==> src/rtl/alu_op_sequencer.sv <==
// alu_op_sequencer: accepts one host command at a time, drives operands and
// select bits to an external 8-bit combinational ALU, waits SETTLE cycles,
// captures the ALU result and presents it as a response. Opcode 111 is
// answered immediately with an error response and never reaches the ALU.
module alu_op_sequencer #(
  parameter int SETTLE = 1
) (
  input  logic        clk,
  input  logic        rst,
  input  logic        cmd_valid,
  output logic        cmd_ready,
  input  logic [2:0]  cmd_op,
  input  logic [7:0]  cmd_a,
  input  logic [7:0]  cmd_b,
  output logic [7:0]  alu_x,
  output logic [7:0]  alu_y,
  output logic        alu_s2,
  output logic        alu_s1,
  output logic        alu_s0,
  input  logic [7:0]  alu_z,
  output logic        rsp_valid,
  input  logic        rsp_ready,
  output logic [7:0]  rsp_data,
  output logic [2:0]  rsp_op,
  output logic        rsp_err,
  output logic [15:0] cmd_count
);

  // The settle counter is 4 bits wide, so only 1..15 can be represented.
  if (SETTLE < 1 || SETTLE > 15) begin : g_bad_settle
    $error("alu_op_sequencer: SETTLE must be in the range 1..15");
  end

  localparam logic [3:0] SETTLE_CNT = 4'(SETTLE);
  localparam logic [2:0] OP_ILLEGAL = 3'b111;

  typedef enum logic [1:0] {
    S_IDLE   = 2'd0,
    S_SETTLE = 2'd1,
    S_RESP   = 2'd2
  } state_t;

  state_t     state;
  logic [3:0] settle_cnt;

  // Ready is a decode of the state register, gated by reset so a command can
  // be taken on the very first edge after reset is released.
  assign cmd_ready = (state == S_IDLE) && !rst;

  // Sequencer FSM: command acceptance, ALU settle wait, response handshake.
  always_ff @(posedge clk or posedge rst) begin
    if (rst) begin
      state      <= S_IDLE;
      settle_cnt <= 4'd0;
      alu_x      <= 8'h00;
      alu_y      <= 8'h00;
      alu_s2     <= 1'b0;
      alu_s1     <= 1'b0;
      alu_s0     <= 1'b0;
      rsp_valid  <= 1'b0;
      rsp_data   <= 8'h00;
      rsp_op     <= 3'b000;
      rsp_err    <= 1'b0;
      cmd_count  <= 16'h0000;
    end else begin
      case (state)
        S_IDLE: begin
          if (cmd_valid && cmd_ready) begin
            rsp_op <= cmd_op;
            if (cmd_op == OP_ILLEGAL) begin
              // ALU operands are left untouched; answer straight away.
              rsp_data  <= 8'h00;
              rsp_err   <= 1'b1;
              rsp_valid <= 1'b1;
              state     <= S_RESP;
            end else begin
              alu_x                    <= cmd_a;
              alu_y                    <= cmd_b;
              {alu_s2, alu_s1, alu_s0} <= cmd_op;
              settle_cnt               <= SETTLE_CNT;
              state                    <= S_SETTLE;
            end
          end else begin
            state <= S_IDLE;
          end
        end
        S_SETTLE: begin
          settle_cnt <= settle_cnt - 4'd1;
          if (settle_cnt == 4'd1) begin
            // Result is passed through as-is, compare codes included.
            rsp_data  <= alu_z;
            rsp_err   <= 1'b0;
            rsp_valid <= 1'b1;
            state     <= S_RESP;
          end else begin
            state <= S_SETTLE;
          end
        end
        S_RESP: begin
          if (rsp_ready) begin
            rsp_valid <= 1'b0;
            cmd_count <= cmd_count + 16'd1;
            state     <= S_IDLE;
          end else begin
            state <= S_RESP;
          end
        end
        default: begin
          state <= S_IDLE;
        end
      endcase
    end
  end

endmodule

==> config.mk <==
export PLATFORM = sky130hd
export DESIGN_NAME = alu_op_sequencer
export DESIGN_NICKNAME = d
export VERILOG_FILES = /design/src/rtl/alu_op_sequencer.sv
export SDC_FILE = /design/constraint.sdc
export NUM_CORES = 1
export LEC_CHECK = 0
export CAP_MARGIN = 20
export CELL_PAD_IN_SITES_DETAIL_PLACEMENT = 0
export CELL_PAD_IN_SITES_GLOBAL_PLACEMENT = 1
export CORE_ASPECT_RATIO = 1.25
export CORE_MARGIN = 5
export CORE_UTILIZATION = 36
export DETAILED_ROUTE_END_ITERATION = 10
export PLACE_DENSITY = 0.93
export SLEW_MARGIN = 20
export SYNTH_ARGS = -nofsm -noshare
export SYNTH_HDL_FRONTEND = slang
export SYNTH_SLANG_ARGS = --single-unit
==> constraint.sdc <==
create_clock -name clk -period 6.3 [get_ports clk]
set_clock_uncertainty 0.1 [all_clocks]
set_input_delay 1.89 -clock clk [delete_from_list [all_inputs] [get_ports clk]]
set_output_delay 1.89 -clock clk [all_outputs]
set_load 0.1 [all_outputs]
==> flow_metrics.tcl <==
set metrics [dict create \
    outcome "complete, no violations" \
    gp_routability_congestion 0.770 \
    final_antenna_net_count 0 \
    start_util_pct 36.7 \
    worst_pin_slew_ns 0.990 \
    path_clk_slew_ns 0.09 \
    avgSynthCellArea_um2 10.1 \
    drive_above_1_share_pct 4.93 \
    fillers 575 \
    yosysMostFrequentCell "nand2_1" \
    critPathMaxFanout 3 \
    route.layer.met1.wl_um 2210 \
    setup_viol 0 \
    netlist_area_mm2 0.00226 \
    route.met3.wl_um 418 \
    synth_cell_types 30 \
    max_clock_freq_mhz 204 \
    routedWlPerCell_um 13.1 \
    met2RoutedLength_um 2420 \
    gr-total-overflow 0 \
    place_area_mm2 0.00311 \
    grt_setup_unrepaired "false" \
    fin_crit_sh_pct 77.8 \
    synth_top_cell_by_area "dfrtp_1" \
    cts_setup_buffers 0 \
    worst-setup-path-type "primary input to output pin" \
    hold-worst-slack_ns 0.372 \
    hold_viol 0 \
    required_ns 4.31 \
    drt_iter0_markers 29 \
    htree_num_levels 2 \
    cp-start-kind "primary input" \
    cts_hold_buffers 0 \
    fin_crit_ns 4.90 \
    end_kind "output pin" \
    topRoutingLayerUsed "met4" \
    fp.coreArea_mm2 0.00617 \
    vias 1792 \
    ys_seq_area_share_pct 59.7 \
    slew_viol_final 0 \
    io_buffers 79 \
    critPathArrivalTime_ns 2.91 \
    clock_path_buffers 2 \
    pin_count 80 \
    relSlewSlack_pct 33.8 \
    grt_pass1_wl_um 8490 \
    dr.pass1.iters 4 \
    async_reset_ff_share_pct 100 \
    worstSkewPairLatency_ns 0.30 \
    fin_tns_setup_ns 0 \
    cap_violations 0 \
    syn_inst 224 \
    area_delta_synth_final_pct 42.1 \
    tritoncts "built" \
    hpwl_um 3670 \
    stdcell_count 389 \
    hold_path_class "register to register" \
    nets 337 \
    dpl.cell_count 381 \
    cts-resized-gates 0 \
    antenna_found_initial 0 \
    die_y_um 98.7 \
    grt_usage_pct 13.4 \
    die_x_um 80.9 \
    regArea_mm2 0.00135 \
    cts.sinks 54 \
    post-route-drc-count 0 \
    synth_nets 258 \
    n_antenna_cell 0 \
    dieArea_mm2 0.00799 \
    cts_root_buffer "clkbuf_8" \
    cts_buffers 5 \
    synth_top_area_share_pct 59.7 \
    ys_top_cells_by_count "76 x nand2_1, 54 x dfrtp_1, 12 x o21ai_0, 12 x xnor2_1, 11 x nor2_1" \
    rows 32 \
    synth_edf_count 0 \
    multi_input_area_um2 838 \
    grt_pass1_vias 1773 \
    yosysWarnings 0 \
    synth_area_leaders "dfrtp_1 60%, nand2_1 13%, xnor2_1 4.6%" \
    design_area_mm2 0.00322 \
    avgViaCountPerCell 4.61 \
    ys_ff_latch 54 \
    routed_wl_um 5100 \
    grt_max_degree 55 \
    synth_top_flop_cell "dfrtp_1" \
]
==> worst paths after layout <==
path	startpoint	endpoint	slack [ns]	cells after the start
min	cmd_count[15]$_DFFE_PP0P_	cmd_count[15]$_DFFE_PP0P_	0.37	1
max reg2reg	state[1]$_DFF_PP0_	rsp_data[1]$_DFFE_PP0P_	3.96	3
max	rst	cmd_ready	1.40	3
min in group asynchronous	rst	alu_y[4]$_DFFE_PP0P_	1.98	2
min reg2reg	cmd_count[15]$_DFFE_PP0P_	cmd_count[15]$_DFFE_PP0P_	0.37	1
max in group asynchronous	rst	rsp_data[5]$_DFFE_PP0P_	3.69	2
==> metal layers <==
metal	global-route usage (%)	vias to the layer above
met2	22.1	54
met3	5.12	5
met5	0	-
li1	-	888
met4	3.12	0
met1	16.5	845
==> flip-flops by register name (all words and copies together), names as in the netlist <==
signal / count
rsp_data: 8
alu_s1: 1
alu_s2: 1
alu_y: 8
alu_s0: 1
rsp_valid: 1
settle_cnt: 4
cmd_count: 16
rsp_err: 1
alu_x: 8
rsp_op: 3
state: 2
==> metrics by stage <==
stage	worst slack, ns	util [%]
3_5_place_dp	1.40	50.4
2_1_floorplan	0.344	-
5_1_grt	1.35	52.2
4_1_cts	1.39	52.2
3_3_place_gp	1.45	50.3
6_report	1.40	52.2
==> layout make-up <==
type | count | area share (%)
clock buffer | 5 | 2.14
multi-input combinational | 158 | 26.0
timing repair buffer | 79 | 24.5
inverter | 5 | 0.661
tap | 85 | 3.30
clock inverter | 3 | 1.36
sequential | 54 | 42.0
==> cells by family after synthesis <==
kind of cell / count (synthesis) / share of synthesized area (%)
buffers and inverters: 12 / 3.31
adder cells (fa/ha/maj): 3 / 1.66
AO/OA/AOI/OAI: 21 / 5.47
multiplexers: 3 / 1.49
flip-flops: 54 / 59.7
XOR/XNOR: 15 / 5.80
AND/OR/NAND/NOR: 116 / 22.6
==> critical path: stages <==
cell,delay [ns]
clkdlybuf4s50_1,0.47
nor3_1,0.21
buf_4,0.34
==> placed cells by master (no fill, tap or decap), types with 4 or more instances in the layout <==
master	netlist	layout
nor2_1	11	11
nand4_1	5	5
nor3_1	4	4
a21oi_1	4	4
nand3_1	6	6
dfrtp_1	54	54
o21ai_0	12	12
xnor2_1	12	12
clkbuf_8	0	5
clkdlybuf4s50_1	0	78
inv_1	5	4
nand2_1	76	76
Power is not shown: default switching activity piles up to over one toggle a cycle in this logic, so the estimate is an artifact.
==> RTL edit, RTL diff (same flow settings) <==
The 3 states of `state_t` get a one-hot encoding in 3 bits.
--- a/src/rtl/alu_op_sequencer.sv
+++ b/src/rtl/alu_op_sequencer.sv
@@ -36,6 +36,6 @@
 
-  typedef enum logic [1:0] {
-    S_IDLE   = 2'd0,
-    S_SETTLE = 2'd1,
-    S_RESP   = 2'd2
+  typedef enum logic [2:0] {
+    S_IDLE   = 3'b001,
+    S_SETTLE = 3'b010,
+    S_RESP   = 3'b100
   } state_t;
Check against the original RTL: no difference found for any inputs over 10 cycles, from zero or initial values and one cycle with rst high; not proved beyond that.
==> RTL edit against the unedited design <==
- count of clock-buffer cells in the layout is 2 higher
- critical path depth stayed put
- sequential share of layout area is 0.43 points lower
- worst hold slack improved by 0.0041 ns
- synthesized area grew 3.8%
- sequential cell count is 1 higher
- cell area is 3.0% higher
- final cell count is 0.51% lower
- global-route usage shrank 0.42 points
- routed wire length fell by 0.47%
- setup slack worse by 0.23 ns
- synthesized cell count fell by 2.7%
==> RTL edit: results <==
metrics = {
    "outcome": {
        "status": "finished, final reports clean",
    },
    "synthesis": {
        "synth_mux_area_share_pct": 5.32,
        "synth-compound-area-share_pct": 3.83,
        "yosysWarnings": 0,
        "ys_ff_latch": 55,
        "ys_seq_area_share_pct": 58.6,
        "ys_types": 36,
        "synth_fa_ha_area_share_pct": 1.60,
        "synth_area_per_cell_sq_um": 10.8,
        "syn_nets": 252,
    },
    "finish": {
        "seqCellArea_sq_um": 1380,
        "multi_input_area_sq_um": 870,
        "multi_input_cells": 143,
        "inverters_excl_clock": 13,
        "layout.nets": 333,
        "fillers": 641,
        "nClkBuffers": 7,
        "bufAreaShareNonClock_pct": 24.2,
        "clk_share_pct": 3.21,
        "drive_gt1_share_pct": 8.67,
        "stdcell_area_sq_um": 3310,
    },
    "global_route": {
        "track_usage_pct": 13.0,
        "grt_max_degree": 56,
    },
    "placed_design": {
        "dpl-instance-area_sq_um": 3210,
        "hpwl_um": 3670,
        "gp_congestion": 0.726,
        "place_ws_ns": 1.16,
        "placedCellCount": 379,
    },
    "route": {
        "drt-total-wl_um": 5070,
        "routed_via_density": 4.55,
        "wl_met1_um": 2130,
        "wl_met3_um": 238,
        "drt_iter0_markers": 25,
    },
    "pwr": {
        "p_comb_uw": 651,
    },
    "die": {
        "fp.dieArea_sq_um": 8260,
    },
    "timing": {
        "max-slew-margin-rel_pct": 34.0,
        "worst_hold_slack_ns": 0.376,
    },
    "setup_path": {
        "r2r_slack_ns": 4.23,
        "worstPathMaxFanout": 5,
        "r2r-start": "state[0]",
        "reg2reg_depth": 4,
        "timing.rr.end": "rsp_data[2]",
        "worstPathArrival_ns": 3.15,
    },
}
==> RTL edit: cell types whose count changed in the layout (fill, tap and decap cells not counted), sizes merged, moves of 2 or more <==
cell    unedited run  this run
a211o              2         0
and4               0         2
buf                1         3
clkbuf             5         7
inv                6        13
mux2i              0         8
nand2             76        70
nand3              6         8
nor2              11         2
nor2b              2         0
nor3               4         1
o21ai             12         4
==> RTL edit: how the worst max path moves through the flow <==
stage | from | endpoint | slack, ns | cells after the start
after floorplan | rst | cmd_ready | 1.22 | 1
after global placement | rst | cmd_ready | 1.20 | 3
after detailed placement | rst | cmd_ready | 1.16 | 3
after CTS | rst | cmd_ready | 1.15 | 3
after global routing | rst | cmd_ready | 1.12 | 3
final | rst | cmd_ready | 1.16 | 3
==> RTL edit: metal layers <==
layer / GRT usage, % / vias to the layer above
met1: 15.6 / 841
met4: 3.84 / 0
met3: 3.14 / 7
li1: - / 866
met5: 0 / -
met2: 22.5 / 46
